## src/rtl/shift_register_universal_n.sv

```systemverilog
// Parametrised universal shift register with word framing.
// Hold / shift right / shift left / parallel load, serial taps at both ends
// so instances cascade, and a framing counter that pulses WORD_VALID each
// time WIDTH consecutive same-direction shifts have assembled a full word.
module shift_register_universal_n #(
  parameter int               WIDTH       = 4,
  parameter logic [WIDTH-1:0] RESET_VALUE = '0
) (
  input  logic                       CLK,
  input  logic                       RST,
  input  logic [1:0]                 MODE,
  input  logic                       SERIAL_IN_R,
  input  logic                       SERIAL_IN_L,
  input  logic [WIDTH-1:0]           PAR_IN,
  output logic [WIDTH-1:0]           OUT,
  output logic                       SERIAL_OUT_R,
  output logic                       SERIAL_OUT_L,
  output logic                       WORD_VALID,
  output logic [$clog2(WIDTH)-1:0]   BIT_COUNT
);

  localparam int CNT_W = $clog2(WIDTH);
  localparam logic [CNT_W-1:0] LAST_BIT = CNT_W'(WIDTH - 1);

  // Direction of the most recent shift; a change of direction mid-word
  // discards the partial word.
  localparam logic DIR_R = 1'b0;
  localparam logic DIR_L = 1'b1;

  typedef enum logic [1:0] {
    MODE_HOLD  = 2'b00,
    MODE_RIGHT = 2'b01,
    MODE_LEFT  = 2'b10,
    MODE_LOAD  = 2'b11
  } mode_e;

  if (WIDTH < 2 || WIDTH > 64) begin : g_width_check
    $error("shift_register_universal_n: WIDTH must be in 2..64");
  end

  mode_e            mode;
  logic [WIDTH-1:0] q, q_next;
  logic [CNT_W-1:0] cnt, cnt_next;
  logic             last_dir, dir_next;
  logic             word_valid, valid_next;

  assign mode = mode_e'(MODE);

  // Next register contents for the selected mode.
  always_comb begin
    q_next = q;
    case (mode)
      MODE_HOLD:  q_next = q;
      MODE_RIGHT: q_next = {SERIAL_IN_R, q[WIDTH-1:1]};
      MODE_LEFT:  q_next = {q[WIDTH-2:0], SERIAL_IN_L};
      MODE_LOAD:  q_next = PAR_IN;
      default:    q_next = q;
    endcase
  end

  // Framing counter: restart on direction change, wrap and pulse on a full word.
  always_comb begin
    cnt_next   = cnt;
    dir_next   = last_dir;
    valid_next = 1'b0;
    case (mode)
      MODE_RIGHT, MODE_LEFT: begin
        dir_next = (mode == MODE_LEFT) ? DIR_L : DIR_R;
        if (cnt != '0 && dir_next != last_dir) begin
          cnt_next = CNT_W'(1);
        end else if (cnt == LAST_BIT) begin
          cnt_next   = '0;
          valid_next = 1'b1;
        end else begin
          cnt_next = cnt + CNT_W'(1);
        end
      end
      MODE_LOAD: cnt_next = '0;
      default:   cnt_next = cnt;
    endcase
  end

  // State update; reset overrides every mode.
  always_ff @(posedge CLK) begin
    if (RST) begin
      q          <= RESET_VALUE;
      cnt        <= '0;
      last_dir   <= DIR_R;
      word_valid <= 1'b0;
    end else begin
      q          <= q_next;
      cnt        <= cnt_next;
      last_dir   <= dir_next;
      word_valid <= valid_next;
    end
  end

  assign OUT          = q;
  assign SERIAL_OUT_R = q[0];
  assign SERIAL_OUT_L = q[WIDTH-1];
  assign WORD_VALID   = word_valid;
  assign BIT_COUNT    = cnt;

endmodule

```

## config.mk

```make
export PLATFORM = sky130hd
export DESIGN_NAME = shift_register_universal_n
export DESIGN_NICKNAME = d
export VERILOG_FILES = /design/src/rtl/shift_register_universal_n.sv
export SDC_FILE = /design/constraint.sdc
export NUM_CORES = 1
export LEC_CHECK = 0
export ABC_CLOCK_PERIOD_IN_PS = 1400
export CAP_MARGIN = 10
export CORE_AREA = 2 2 39 41
export DETAILED_ROUTE_END_ITERATION = 12
export DIE_AREA = 0 0 41 43
export DONT_BUFFER_PORTS = 1
export SYNTH_ARGS = -nofsm -noshare
export SYNTH_HDL_FRONTEND = slang
export SYNTH_SLANG_ARGS = --single-unit
```

## constraint.sdc

```tcl
create_clock -name CLK -period 1.4 [get_ports CLK]
set_input_delay 0 -clock CLK [delete_from_list [all_inputs] [get_ports CLK]]
set_output_delay 0 -clock CLK [all_outputs]
set_load 0.01 [all_outputs]
```

==> reports/metrics.cfg, run 1 <==
[synthesis]
ys_types = 17
syn_nets = 68
yosys_warnings = 0
netlist_area_um2 = 454
ys_seq_area_frac = 0.353
synth-seq-cells = 8
synthCells = 53
avgSynthCellArea_um2 = 8.57

[global_route]
grt_use_met1 = 0.139
grt_pass1_wl_mm = 1.40
grt_use_met3 = 0.0838
grt_max_degree = 11
gr-total-overflow = 0
antenna_found_initial = 0
grt_util_all_layers = 0.120
use_met2 = 0.163
grt_pass1_vias = 341
grt-busiest-layer = met2

[final_layout]
area_delta_synth_final_pct = 12.7
nFillCells = 137
nNetsFinal = 73
antenna_cells = 0
finalNonFillerCells = 72
drive_above_1_share = 0.125
seq_area_um2 = 161
final_core_util = 0.370
multi_input_area_um2 = 235
final_cell_mix = inv_1, a221oi_1, dfxtp_1, nand2_1, ha_1

[worst_setup_path]
crit_required_ns = 1.58
critical_path_class = flip-flop to flip-flop
path_max_fanout = 4
worst_setup_path_start_kind = flip-flop
critPathArrivalTime_ns = 1.48
crit_path_end_kind = flip-flop

[clocking]
clk_latency_ns = 0.25
cts-htree-levels = 1
cts_buffer_depth = 2
post_cts_buffers = 0
cts_sinks = 8
cts_root_buf = clkbuf_4
cts_tree = yes
cts-buffers-inserted = 3
clk_pin_slew_worst_paths_ns = 0.05

[timing]
worst_pin_slew_ns = 0.354
setup_viol = 0
relSlewSlack = 0.763
fin_hold_ws_ns = 0.0827
period_minus_slack_ns = 1.30
finalHoldViolCount = 0
fin_skew_ns = 0.000145
slew_violations = 0
max_freq_mhz = 771
timing.final.crit_share = 0.927
fin_setup_tns_ns = 0
rsz0062_at_grt = no

[pwr]
switchingPower_mw = 0.152
swShare = 0.279
ir_drop_uv = 423
powerDensity_nw_per_um2 = 1060
p_leak_nw = 0.218
power_frac_seq = 0.499
pwr-share-clk = 0.326
total_power_mw = 0.545
pwr-share-comb = 0.176
p_int_mw = 0.393

[floorplanning]
die-area_um2 = 1760
die_height_um = 43
pin_count = 19
rows = 14
fp.dieW_um = 41
start_util = 0.328
coreArea_um2 = 1380

[route]
antenna_left = 0
vias_per_cell = 5.15
post_drt_wl_per_cell_um = 12.8
dr_total_vias = 371
drtIter0Drc = 7
routed_wl_um = 921
drt_pre_antenna_iters = 2
remaining_drc_errors = 0

[placed_design]
gp_congestion = 0.806
hpwl_um = 683
dpl.cell_count = 67
place.port_buffers = 0

[worst_hold_path]
hp-class = primary input to flip-flop

[flow_run]
max_cap_violations = 0

[status]
status = completed

[critical path, stage by stage, from the launching register on]
cell,delay (ns)
dfxtp_1,0.38
inv_1,0.06
ha_1,0.26
or4b_1,0.42
o22ai_1,0.11
[layout make-up]
cell class / count / share of cell area
clock buffers: 3 / 0.0440
inverters: 8 / 0.0587
multi-input cells: 32 / 0.460
flip-flops and latches: 8 / 0.315
well taps: 16 / 0.0391
repair buffers: 5 / 0.0831
[per-stage QoR]
stage	cell area, um2	setup WS [ns]
2_1_floorplan	454	0.0971
3_3_place_gp	468	0.127
3_5_place_dp	468	0.0882
4_1_cts	510	0.0938
5_1_grt	512	0.00584
6_report	512	0.103
[synthesized netlist by cell type (all sizes together)]
cell,count,area [um2]
mux2i,1,10.0
or4b,1,10.0
or4,1,7.51
ha,5,62.6
dfxtp,8,160
xnor2,1,8.76
a21oi,1,5.00
a21o,1,7.51
nor2,3,11.3
o22ai,1,6.26
clkbuf,1,3.75
inv,8,30.0
nand2,7,26.3
a221oi,8,70.1
nor3,2,10.0
buf,4,25.0
[timing repair]
action,in CTS,in global routing
endpoints found under the setup margin,0,1
hold buffers,2,0
gates resized for setup,0,1
hold endpoints to repair,8,0
[logic make-up after synthesis]
| group | count (synthesis) | share of synthesized area |
|---|---|---|
| buf+inv | 13 | 0.129 |
| simple gates | 14 | 0.143 |
| flops | 8 | 0.353 |
| mux | 1 | 0.0220 |
| fa+ha+maj | 5 | 0.138 |
| xor+xnor | 1 | 0.0193 |
| compound gates | 11 | 0.196 |
[worst paths after layout]
kind / from / endpoint / slack (ns) / cells after the start
setup / recovery: BIT_COUNT[1]$_SDFFE_PP0P_ / BIT_COUNT[1]$_SDFFE_PP0P_ / 0.10 / 4
hold / removal: PAR_IN[2] / OUT[2]$_SDFFE_PP0P_ / 0.08 / 2
setup reg to reg: BIT_COUNT[1]$_SDFFE_PP0P_ / BIT_COUNT[1]$_SDFFE_PP0P_ / 0.10 / 4
hold reg to reg: BIT_COUNT[1]$_SDFFE_PP0P_ / BIT_COUNT[1]$_SDFFE_PP0P_ / 0.52 / 2
[per-layer routing]
metal | routed length (um) | part of all wire | vias up
met5 | 0 | 0 | -
met4 | 0 | 0 | 0
met3 | 95 | 0.10 | 0
met2 | 417 | 0.45 | 14
met1 | 409 | 0.44 | 166
li1 | - | - | 191
[sequential cells by signal (all words and copies together), names as in the netlist]
signal	cells
WORD_VALID	1
last_dir	1
BIT_COUNT	2
OUT	4
[power groups by stage]
stage,logic (mW),clock network (mW),registers [mW]
finish,0.0958,0.177,0.272
CTS,0.0967,0.189,0.271
floorplan,0.0757,0,0.273
global placement,0.0873,0,0.276
detailed placement,0.0888,0,0.276
global route,0.107,0.202,0.277
Note: power is estimated with default switching activity, not from simulation.
==> inputs of run 2 (changes only) <==
--- a/config.mk
+++ b/config.mk
@@ -9,6 +9,9 @@
 export CAP_MARGIN = 10
-export CORE_AREA = 2 2 39 41
+export CELL_PAD_IN_SITES_DETAIL_PLACEMENT = 2
+export CELL_PAD_IN_SITES_GLOBAL_PLACEMENT = 2
+export CORE_MARGIN = 1
+export CORE_UTILIZATION = 31
 export DETAILED_ROUTE_END_ITERATION = 12
-export DIE_AREA = 0 0 41 43
 export DONT_BUFFER_PORTS = 1
+export PLACE_DENSITY_LB_ADDON = 0.1
 export SYNTH_ARGS = -nofsm -noshare
==> constraint.sdc (replaced) <==
create_clock -name CLK -period 1.4 [get_ports CLK]
set_input_delay 0.14 -clock CLK [delete_from_list [all_inputs] [get_ports CLK]]
set_output_delay 0.14 -clock CLK [all_outputs]
set_load 0.01 [all_outputs]
==> run 2 against run 1 <==
Against the previous run:
- critical path depth stayed put
- global-route usage is 5.8 points higher
- final cell count is 1.4% lower
- sequential power hardly changed
- fmax is 0.16% higher
- via count is 5.7% higher
- register-to-register slack hardly changed
- die area is 8.0% lower
- sequential share of layout area is 0.58 points higher
- non-clock buffer count stayed put
- worst hold slack worse by 0.040 ns
- largest cell class unchanged
- largest power group unchanged
==> reports/metrics.cfg, run 2 (same netlist as run 1, synthesis figures left out) <==
[clocking]
clk_latency_ns = 0.25  ; about the same
cts-buffers-inserted = 3  ; unchanged
cts-htree-levels = 1  ; unchanged
post_cts_buffers = 0  ; unchanged
clk_pin_slew_worst_paths_ns = 0.06  ; about the same
cts_sinks = 8  ; unchanged
cts_tree = yes
cts_buffer_depth = 2  ; unchanged
cts_root_buf = clkbuf_4

[placed_design]
gp_congestion = 0.750  ; -6.9%
dpl.cell_count = 66  ; -1.5%
place.port_buffers = 0  ; unchanged

[worst_hold_path]
holdPathStages = 2  ; unchanged
hp-class = primary input to flip-flop

[route]
remaining_drc_errors = 0  ; unchanged
drtIter0Drc = 7  ; unchanged
post_drt_wl_per_cell_um = 16.8  ; +31%
antenna_left = 0  ; unchanged
vias_per_cell = 5.52  ; +7.1%
drt_pre_antenna_iters = 2  ; unchanged
routed_wl_mm = 1.19  ; +30%
dr_total_vias = 392  ; +5.7%

[final_layout]
nNetsFinal = 73  ; unchanged
largest_register_ff_count = 4  ; unchanged
antenna_cells = 0  ; unchanged
final_cell_mix = inv_1, a221oi_1, nand2_1
drive_above_1_share = 0.143  ; +0.0179
finalNonFillerCells = 71  ; -1.4%
area_delta_synth_final_pct = 13.2

[pwr]
ir_drop_uv = 393  ; -7.0%
powerDensity_nw_per_um2 = 1070  ; +0.91%
p_leak_nw = 0.219  ; +0.34%
total_power_mw = 0.553  ; +1.4%

[worst_setup_path]
max_stage_delay_ns = 0.42  ; about the same
timing.critical_path.max_delay_family = simple AND/OR/NAND/NOR gates
cp_num_cells = 4  ; unchanged
path_max_fanout = 5  ; +1
critPathArrivalTime_ns = 1.47  ; about the same
crit_required_ns = 1.57  ; about the same
critical_path_class = flip-flop to flip-flop
r2r_cells = 4  ; unchanged
crit_chain = inv_1, ha_1, or4b_1, o22ai_1
cpMaxStageDelayCell = or4b_1
cp_num_buf_inv = 1  ; unchanged
crit_path_end_kind = flip-flop
worst_setup_path_start_kind = flip-flop

[status]
status = completed

[timing]
finalHoldViolCount = 0  ; unchanged
timing.final.crit_share = 0.925  ; -0.00147
max_freq_mhz = 772  ; +0.16%
fin_skew_ns = 0.000128  ; -0.0000170 ns
rsz0062_at_grt = no
slew_violations = 0  ; unchanged
relSlewSlack = 0.787  ; +0.0245
fin_hold_ws_ns = 0.0422  ; -0.0405 ns
worst_pin_slew_ns = 0.319  ; -0.0355 ns
period_minus_slack_ns = 1.30  ; -0.00206 ns
setup_viol = 0  ; unchanged
fin_setup_tns_ns = 0  ; unchanged

[floorplanning]
start_util = 0.341  ; +0.0123
fp.dieW_um = 40.3  ; -1.8%
die_height_um = 40.3  ; -6.3%
die-area_um2 = 1620  ; -8.0%
coreArea_um2 = 1330  ; -3.6%
rows = 13  ; -1
pin_count = 19  ; unchanged

[global_route]
antenna_found_initial = 0  ; unchanged
grt_pass1_vias = 414  ; +21%
grt_pass1_wl_mm = 1.86  ; +33%
grt_max_degree = 11  ; unchanged
grt_util_all_layers = 0.178  ; +0.0584
gr-total-overflow = 0  ; unchanged

[flow_run]
max_cap_violations = 0  ; unchanged

==> run 2: cell counts in the layout (fill, tap and decap cells not counted) <==
No cell type changed its count.
==> run 2: area by class of cell <==
cell class / count / area, um2
clock buffers: 3 / 22.5
flip-flops and latches: 8 / 165
well taps: 15 / 18.8
repair buffers: 5 / 42.5
inverters: 8 / 30.0
multi-input cells: 32 / 235
fillers: 157 / 820
==> run 2: final timing paths <==
kind / from / to / slack (ns)
hold / removal: SERIAL_IN_R / OUT[3]$_SDFFE_PP0P_ / 0.04
hold reg to reg: BIT_COUNT[1]$_SDFFE_PP0P_ / BIT_COUNT[1]$_SDFFE_PP0P_ / 0.52
setup / recovery: BIT_COUNT[0]$_SDFFE_PP0P_ / BIT_COUNT[1]$_SDFFE_PP0P_ / 0.10
setup reg to reg: BIT_COUNT[0]$_SDFFE_PP0P_ / BIT_COUNT[1]$_SDFFE_PP0P_ / 0.10
==> run 2: stage by stage <==
stage                     instance area [um2]  utilization  setup slack, ns
after global routing                      514        0.386          0.00201
after floorplan                           454            -           0.0971
after CTS                                 509        0.382           0.0141
after detailed placement                  467        0.350           0.0485
final                                     514        0.386            0.105
after global placement                    467        0.350            0.142
==> run 2: timing repair <==
item                                   4_1_cts  5_1_grt
setup endpoints to repair                    0        1
resized for setup                            0        3
endpoints found under the hold margin        6        0
hold buffers                                 2        0
==> run 2: where the power goes <==
part / internal [mW] / leakage, nW / switching [mW]
combinational: 0.0487 / 0.138 / 0.0509
sequential: 0.247 / 0.0669 / 0.0265
clock: 0.0983 / 0.0138 / 0.0812
total: 0.394 / 0.219 / 0.159
==> run 2: per-layer routing <==
layer  part of all wire  up-vias  GRT usage
li1                   -      191          -
met1               0.41      188      0.198
met2               0.52       11      0.315
met3              0.059        2     0.0833
met4              0.011        0     0.0250
met5                  0        -          0
==> inputs of run 3 (changes only) <==
Settings changed: PLACE_DENSITY set to 0.71, PLACE_DENSITY_LB_ADDON 0.1 to not set.
==> run 3 against run 2 <==
Against the previous run:
- final cell count shrank 1.4%
- sequential cell count is the same
- first-iteration DRC count shrank 57%
- power shrank 0.92%
- utilization shrank 0.94 points
- clock skew grew 0.012 ns
==> reports/metrics.cfg, run 3 (same netlist as run 1, synthesis figures left out) <==
[clocking]
cts-htree-levels = 1  ; unchanged
clk_pin_slew_worst_paths_ns = 0.06  ; about the same
cts_buffer_depth = 2  ; unchanged
cts-buffers-inserted = 3  ; unchanged
cts_tree = yes
post_cts_buffers = 0  ; unchanged
cts_sinks = 8  ; unchanged
clk_latency_ns = 0.25  ; about the same
cts_root_buf = clkbuf_4

[floorplanning]
die-area_um2 = 1620  ; unchanged
start_util = 0.341  ; unchanged
pin_count = 19  ; unchanged
rows = 13  ; unchanged
die_height_um = 40.3  ; unchanged
coreArea_um2 = 1330  ; unchanged
fp.dieW_um = 40.3  ; unchanged

[worst_setup_path]
worstReg2RegStart = BIT_COUNT[0]$_SDFFE_PP0P_
r2r_slack_ns = 0.07  ; -0.04 ns
crit_required_ns = 1.56  ; about the same
r2r_cells = 4  ; unchanged
path_max_fanout = 5  ; unchanged
max_stage_delay_ns = 0.44  ; +0.02 ns
worst_setup_path_start_kind = flip-flop
startpoint = BIT_COUNT[0]$_SDFFE_PP0P_
crit_path_end_kind = flip-flop
critical_path_class = flip-flop to flip-flop
critPathArrivalTime_ns = 1.50  ; +0.03 ns
crit_chain = inv_1, ha_1, or4b_1, o22ai_1
cpMaxStageDelayCell = or4b_1

[final_layout]
largest_register_ff_count = 4  ; unchanged
seq_area_um2 = 163  ; -1.5%
drive_above_1_share = 0.145  ; +0.00260
nFillCells = 154  ; -1.9%
final_cell_mix = inv_1, a221oi_1, nand2_1
antenna_cells = 0  ; unchanged
area_delta_synth_final_pct = 10.5
final_core_util = 0.376  ; -0.00938
finalNonFillerCells = 70  ; -1.4%
nNetsFinal = 72  ; -1.4%
multi_input_area_um2 = 235  ; unchanged
final_cell_area_um2 = 502  ; -2.4%

[worst_hold_path]
holdPathStages = 1  ; -1
hp-start = RST
hp-class = primary input to flip-flop

[timing]
relSlewSlack = 0.808  ; +0.0200
rsz0062_at_grt = no
slew_violations = 0  ; unchanged
setup_viol = 0  ; unchanged
worst_pin_slew_ns = 0.289  ; -0.0300 ns
fin_hold_ws_ns = 0.00908  ; -0.0331 ns
period_minus_slack_ns = 1.33  ; +0.0391 ns
max_freq_mhz = 749  ; -2.9%
finalHoldViolCount = 0  ; unchanged
fin_skew_ns = 0.0124  ; +0.0123 ns
setup_ws_ns = 0.0656  ; -0.0391 ns
fin_setup_tns_ns = 0  ; unchanged
timing.final.crit_share = 0.953  ; +0.0280

[placed_design]
place.port_buffers = 0  ; unchanged
hpwl_um = 894
dpl.cell_count = 66  ; unchanged
post-place-ws_ns = 0.0430  ; -0.00552 ns
gp_congestion = 0.739  ; -1.6%
dpl_cell_area_um2 = 467  ; unchanged

[route]
remaining_drc_errors = 0  ; unchanged
vias_per_cell = 5.59  ; +1.2%
wl_met1_um = 482  ; -0.41%
drt_pre_antenna_iters = 3  ; +1
post_drt_wl_per_cell_um = 16.6  ; -1.1%
met2RoutedLength_um = 616  ; -1.3%
dr_total_vias = 391  ; -0.26%
top_layer = met3
dr_wl_met3_um = 66  ; -7.0%
routed_wl_mm = 1.16  ; -2.5%
drtIter0Drc = 3  ; -4
antenna_left = 0  ; unchanged

[global_route]
antenna_found_initial = 0  ; unchanged
gr-total-overflow = 0  ; unchanged
grt_pass1_vias = 399  ; -3.6%
grt_max_degree = 10  ; -1
grt_pass1_wl_mm = 1.72  ; -7.4%
grt_util_all_layers = 0.172  ; -0.00654

[pwr]
ir_drop_uv = 289  ; -27%
total_power_mw = 0.548  ; -0.92%
powerDensity_nw_per_um2 = 1090  ; +1.5%
p_leak_nw = 0.215  ; -2.1%

[flow_run]
max_cap_violations = 0  ; unchanged

[status]
status = completed

## run 3: where the power goes
| group | switching (mW) | internal [mW] | leakage [nW] | total (mW) |
|---|---|---|---|---|
| Sequential | 0.0261 | 0.247 | 0.0666 | 0.273 |
| Clock | 0.0785 | 0.0981 | 0.0138 | 0.177 |
| Combinational | 0.0512 | 0.0465 | 0.134 | 0.0977 |
| Total | 0.156 | 0.392 | 0.215 | 0.548 |
## run 3: critical path: cells and delay by family, from the launching register on
kind | cells | cell delay, ns
AND/OR/NAND/NOR | 1 | 0.44
flip-flops | 1 | 0.36
adder cells (fa/ha/maj) | 1 | 0.26
AO/OA/AOI/OAI | 1 | 0.13
buffers and inverters | 1 | 0.05
## run 3: path summary, 6_finish.rpt
path,endpoint
setup reg to reg,BIT_COUNT[1]$_SDFFE_PP0P_
setup / recovery,BIT_COUNT[1]$_SDFFE_PP0P_
hold / removal,BIT_COUNT[1]$_SDFFE_PP0P_
hold reg to reg,BIT_COUNT[1]$_SDFFE_PP0P_
## run 3: per-layer routing
metal,track usage,up-vias
met5,0,-
met2,0.298,14
met3,0.0500,0
li1,-,188
met4,0.100,0
met1,0.182,189
## run 3: area by class of cell
class                      instances  area share
sequential                         8       0.324
tap                               15      0.0374
clock buffer                       3      0.0449
inverter                           8      0.0599
timing repair buffer               4      0.0648
multi-input combinational         32       0.469
## run 3: timing repair
action / 4_1_cts / 5_1_grt
endpoints found under the setup margin: 0 / 1
gates resized for setup: 0 / 2
hold buffers: 1 / 0
hold endpoints to repair: 6 / 0
